[config.mk]
export PLATFORM = sky130hd
export DESIGN_NAME = instr_fetch
export DESIGN_NICKNAME = d
export VERILOG_FILES = /design/src/rtl/fetch_pkg.sv /design/src/rtl/instr_fifo.sv /design/src/rtl/instr_fetch.sv
export SDC_FILE = /design/constraint.sdc
export NUM_CORES = 1
export LEC_CHECK = 0
export BUFFER_PORTS_ARGS = -buffer_cell sky130_fd_sc_hd__buf_2
export CORE_MARGIN = 3
export CORE_UTILIZATION = 38
export DETAILED_ROUTE_END_ITERATION = 8
export GPL_ROUTABILITY_DRIVEN = 0
export PLACE_DENSITY_LB_ADDON = 0.2
export RECOVER_POWER = 100
export SYNTH_ARGS = -nofsm -noshare
export SYNTH_HDL_FRONTEND = slang
export SYNTH_SLANG_ARGS = --single-unit
[constraint.sdc]
create_clock -name clk -period 2.3 [get_ports clk]
set_input_delay 0.46 -clock clk [delete_from_list [all_inputs] [get_ports clk]]
set_output_delay 0.46 -clock clk [all_outputs]
set_load 0.02 [all_outputs]
[src/rtl/fetch_pkg.sv]
// Shared constants and types for the instruction fetch unit.
package fetch_pkg;

  localparam int DEF_WIDTH_INSTR = 16;
  localparam int DEF_WIDTH_JDATA = 24;
  localparam int DEF_FIFO_DEPTH  = 4;
  localparam int FETCH_CNT_W     = 32;

  typedef logic [DEF_WIDTH_JDATA-1:0] pc_t;

  // Width of an occupancy counter able to hold 0..depth inclusive.
  function automatic int count_width(input int depth);
    return $clog2(depth) + 1;
  endfunction

endpackage

[src/rtl/instr_fifo.sv]
// Small register-based prefetch FIFO; head is read straight from storage so
// the consumer sees it with no extra latency. Entries reset to zero.
module instr_fifo
  import fetch_pkg::*;
#(
  parameter int WIDTH = DEF_WIDTH_INSTR,
  parameter int DEPTH = DEF_FIFO_DEPTH,
  localparam int AW   = $clog2(DEPTH),
  localparam int CW   = count_width(DEPTH)
) (
  input  logic             clk,
  input  logic             rst,
  input  logic             push,
  input  logic             pop,
  input  logic             clear,
  input  logic [WIDTH-1:0] din,
  output logic [WIDTH-1:0] head,
  output logic [CW-1:0]    count
);

  logic [WIDTH-1:0] mem_reg [DEPTH];
  logic [AW-1:0]    wr_ptr_reg;
  logic [AW-1:0]    rd_ptr_reg;
  logic [CW-1:0]    count_reg;

  genvar gi;
  generate
    for (gi = 0; gi < DEPTH; gi++) begin : g_entry
      always_ff @(posedge clk) begin
        if (rst) begin
          mem_reg[gi] <= '0;
        end else if (push && !clear && (wr_ptr_reg == AW'(gi))) begin
          mem_reg[gi] <= din;
        end
      end
    end
  endgenerate

  // Clear wins over any same-cycle push or pop.
  always_ff @(posedge clk) begin
    if (rst || clear) begin
      wr_ptr_reg <= '0;
      rd_ptr_reg <= '0;
      count_reg  <= '0;
    end else begin
      if (push) wr_ptr_reg <= wr_ptr_reg + AW'(1);
      if (pop)  rd_ptr_reg <= rd_ptr_reg + AW'(1);
      case ({push, pop})
        2'b10:   count_reg <= count_reg + CW'(1);
        2'b01:   count_reg <= count_reg - CW'(1);
        default: count_reg <= count_reg;
      endcase
    end
  end

  assign head  = mem_reg[rd_ptr_reg];
  assign count = count_reg;

endmodule

[src/rtl/instr_fetch.sv]
// Instruction fetch: PC, read credit and jump flush around a prefetch FIFO.
// Optional FETCH_PERF_EN adds saturating fetch_cnt / bubble_cnt outputs.
module instr_fetch
  import fetch_pkg::*;
#(
  parameter int WIDTH_INSTR = DEF_WIDTH_INSTR,
  parameter int WIDTH_JDATA = DEF_WIDTH_JDATA,
  parameter int FIFO_DEPTH  = DEF_FIFO_DEPTH
) (
  input  logic                   clk,
  input  logic                   rst,
  input  logic                   next_instr,
  input  logic                   jump,
  input  logic [WIDTH_JDATA-1:0] jdata,
  output logic                   imem_rd,
  output logic [WIDTH_JDATA-1:0] imem_addr,
  input  logic [WIDTH_INSTR-1:0] imem_rdata,
  output logic [WIDTH_INSTR-1:0] instr,
  output logic                   valid
`ifdef FETCH_PERF_EN
  ,
  output logic [FETCH_CNT_W-1:0] fetch_cnt,
  output logic [FETCH_CNT_W-1:0] bubble_cnt
`endif
);

  localparam int CW = count_width(FIFO_DEPTH);

  logic [WIDTH_JDATA-1:0] pc_reg;
  logic                   inflight_reg;
  logic                   kill_reg;
  logic [CW-1:0]          fifo_count;
  logic [CW:0]            occupancy;
  logic                   issue;
  logic                   push;
  logic                   pop;

  // Credit counts buffered plus in-flight words; a same-cycle pop is not credited.
  assign occupancy = {1'b0, fifo_count} + {{CW{1'b0}}, inflight_reg};
  assign issue     = !rst && !jump && (occupancy < (CW+1)'(FIFO_DEPTH));
  assign push      = inflight_reg && !kill_reg && !jump;
  assign pop       = next_instr && valid && !jump;
  assign valid     = (fifo_count != '0);
  assign imem_rd   = issue;
  assign imem_addr = pc_reg;

  always_ff @(posedge clk) begin
    if (rst) begin
      pc_reg       <= '0;
      inflight_reg <= 1'b0;
      kill_reg     <= 1'b0;
    end else begin
      inflight_reg <= issue;
      kill_reg     <= jump && !issue;
      if (jump) begin
        pc_reg <= jdata;
      end else if (issue) begin
        pc_reg <= pc_reg + WIDTH_JDATA'(1);
      end
    end
  end

  instr_fifo #(
    .WIDTH (WIDTH_INSTR),
    .DEPTH (FIFO_DEPTH)
  ) u_fifo (
    .clk   (clk),
    .rst   (rst),
    .push  (push),
    .pop   (pop),
    .clear (jump),
    .din   (imem_rdata),
    .head  (instr),
    .count (fifo_count)
  );

`ifdef FETCH_PERF_EN
  logic [FETCH_CNT_W-1:0] fetch_cnt_reg;
  logic [FETCH_CNT_W-1:0] bubble_cnt_reg;

  always_ff @(posedge clk) begin
    if (rst) begin
      fetch_cnt_reg  <= '0;
      bubble_cnt_reg <= '0;
    end else begin
      if (push && (fetch_cnt_reg != '1)) begin
        fetch_cnt_reg <= fetch_cnt_reg + FETCH_CNT_W'(1);
      end
      if (!valid && (bubble_cnt_reg != '1)) begin
        bubble_cnt_reg <= bubble_cnt_reg + FETCH_CNT_W'(1);
      end
    end
  end

  assign fetch_cnt  = fetch_cnt_reg;
  assign bubble_cnt = bubble_cnt_reg;
`endif

endmodule

==> flow_metrics.tcl <==
set metrics [dict create \
    clock_latency_ns 0.35 \
    cts_tree "built" \
    viasPerCell 5.39 \
    period_share 0.953 \
    synth_top_family_by_area "simple AND/OR/NAND/NOR gates" \
    syn2layout_area_growth_pct 18.9 \
    tightestPinTransition_ns 1.62 \
    fp.coreArea_um2 12100 \
    peakVddDrop_v 0.000296 \
    cap_violations 1 \
    wirelength_um 11000 \
    sequentialPowerShare 0.535 \
    cts_buffer_depth 2 \
    swShare 0.248 \
    yosysUniqueCellTypes 49 \
    max_freq_ghz 0.456 \
    grt_pass1_wl_um 18100 \
    drtPass1Iterations 4 \
    synth_fa_ha_area_frac 0.0202 \
    cts_made_buffers 9 \
    critPathBufInv 2 \
    p_clk_frac 0.380 \
    ys.flop_type "edfxtp_1" \
    synth_seq_cells 99 \
    ff_latch_area_um2 2630 \
    intPower_mw 2.82 \
    ant_nets 0 \
    dp_hpwl_um 7230 \
    hold_viol_final 0 \
    postSynthCellCount 391 \
    drt_iter0_markers 176 \
    cts.sinks 99 \
    yosys.area_share.xor_xnor 0.0223 \
    multi_input_area_um2 1920 \
    worst_slack_ns 0.109 \
    vias 3517 \
    nNetsFinal 531 \
    initial_core_util 0.390 \
    n_antenna_cell 0 \
    crit_type "flop to output port" \
    crit_path_start_kind "flop" \
    syn_area_um2 4710 \
    synthMuxAreaShare 0.0787 \
    ys.warnings.count 0 \
    port-buffer-count 85 \
    pre_cts_ws_ns 0.165 \
    grt-ovfl-total 0 \
    synth-edff-count 64 \
    cp.arrival_ns 1.73 \
    grt_pass1_vias 3424 \
    cp_max_fo 16 \
    nFillCells 1140 \
    htree_levels 3 \
    die_area_um2 13800 \
    syn_nets 442 \
    required_ns 1.84 \
    largest_reg_flops 64 \
    grt_antenna_before_repair 0 \
    rows 40 \
    maxSlewViolCount 37 \
    grt_max_degree 65 \
    finalCriticalPeriod_ns 2.19 \
    grt_setup_unrepaired "false" \
    clk_pin_slew_ns 0.07 \
    holdWs_ns 0.376 \
    total_leakage_power_nw 2.27 \
    yosys.area_share.simple 0.202 \
    relSlewSlack -0.0809 \
    synth_top_cells_by_area "edfxtp_1 (41%), dfxtp_1 (15%), and3_1 (9.0%), mux4_2 (7.7%), nor2_1 (2.0%)" \
    comb_power_share 0.084 \
    violations "capacitance limit, slew limit" \
    end_kind "output port" \
    fin_setup_tns_ns 0 \
    wire_per_inst_um 16.8 \
    status "finished with violations" \
    async_flop_share 0 \
    die_w_um 117 \
    cp_slowest_cell "mux4_2" \
    p_sw_uw 932 \
    setup_viol 0 \
    track_usage 0.166 \
    power_per_cell_area_nw_per_um2 671 \
    hold_class "primary input to flop" \
    pin_count 86 \
    path_delay_family "multiplexers" \
    critPathMaxStageDelay_ns 0.58 \
    synth_compound_area_frac 0.0856 \
    drc 0 \
    finalClockSkew_ns 0.00698 \
    layout-drive-gt1-share 0.237 \
    syn_area_per_cell_um2 12.0 \
    die_height_um 117 \
    ys_seq_area_frac 0.557 \
    yosysTopAreaCellShare 0.408 \
    clock-root-buffer "clkbuf_16" \
    path_cells "buf_4 > mux4_2 > clkbuf_2" \
    yosys.area.top_type "edfxtp_1" \
]
-- through the flow --
step | power, mW | std cells | util | cell area (um2)
finish | 3.75 | 653 | 0.464 | 5600
global route | 3.90 | 653 | 0.464 | 5600
CTS | 3.81 | 653 | 0.471 | 5680
detailed placement | 2.38 | 637 | 0.448 | 5400
global placement | 2.38 | 637 | 0.448 | 5400
floorplan | 2.23 | 391 | - | 4710
-- routing by layer --
metal,vias up,part of all wire,GRT usage
li1,1690,-,-
met4,0,0.014,0.0601
met3,11,0.049,0.0366
met5,-,0,0
met2,95,0.48,0.267
met1,1721,0.45,0.220
-- layout make-up --
class	instances	share of cell area
Clock buffer	10	0.0409
Clock inverter	6	0.00872
Inverter	12	0.00804
Multi-Input combinational cell	253	0.343
Sequential cell	99	0.469
Tap cell	168	0.0375
Timing Repair Buffer	105	0.0930
-- synthesized netlist by cell type (all sizes together) (2+ instances only) --
cell type,number
xnor2,6
a21o,4
and3b,2
edfxtp,64
o311ai,2
and3,68
buf,7
inv,12
or3,7
o211ai,9
a211oi,6
o21ai,4
o31ai,3
nand4,7
dfxtp,35
a31oi,9
and2,5
mux4,16
or4,9
ha,6
nor2,25
and4,5
nand3,11
a311oi,6
o31a,2
xor2,6
clkbuf,20
nand2,18
a21oi,5
-- worst paths after layout --
kind | start | to | slack [ns] | cells after the start
worst min-delay path | jdata[22] | imem_addr[22] | 0.38 | 3
worst max register to register | u_fifo.count[1] | u_fifo.count[2] | 0.23 | 8
worst min register to register | u_fifo.count[2] | u_fifo.count[2] | 0.53 | 2
worst max-delay path | flop | instr[3] | 0.11 | 3
-- repair_timing --
action | in CTS | in global routing
gates resized for setup | 0 | 2
setup buffers | 0 | 0
hold buffers | 0 | 0
hold endpoints to repair | 0 | 0
endpoints found under the setup margin | 0 | 1
-- power by group through the flow --
stage	sequential (mW)	clock [mW]	combinational, mW
after global placement	2.05	0	0.332
after detailed placement	2.05	0	0.334
final	2.01	1.43	0.316
after CTS	2.01	1.46	0.335
after floorplan	2.07	0	0.155
after global routing	2.02	1.53	0.347
-- worst register-to-register path, stage by stage, from the launching register on --
cell and delay, ns:
dfxtp_2 0.39, or3_1 0.16, and3_1 0.21, ha_1 0.20, inv_1 0.06, fa_1 0.38, xor2_1 0.16, or3_1 0.31
a21oi_1 0.14
-- cells in the final DEF, fill, tap and decap left out, drive strengths merged, types with 3 or more instances in the layout --
| cell | count |
|---|---|
| and3 | 68 |
| clkbuf | 58 |
| a21o | 4 |
| o211ai | 9 |
| a211oi | 6 |
| nand3 | 11 |
| inv | 14 |
| xnor2 | 6 |
| a31oi | 9 |
| nand2 | 18 |
| mux4 | 16 |
| edfxtp | 64 |
| or3 | 7 |
| ha | 6 |
| buf | 57 |
| and2 | 5 |
| dfxtp | 35 |
| xor2 | 6 |
| a21oi | 5 |
| o31ai | 3 |
| or4 | 9 |
| nor2 | 25 |
| a311oi | 6 |
| nand4 | 7 |
| and4 | 5 |
| o21ai | 4 |
-- cell families (layout without fill, tap and decap cells) --
family,count (synthesis),in the layout
compound gates,54,54
xor+xnor,12,12
fa+ha+maj,7,7
buf+inv,39,133
flops,99,99
mux,17,17
simple gates,163,163
Note: power is estimated with default switching activity, not from simulation.
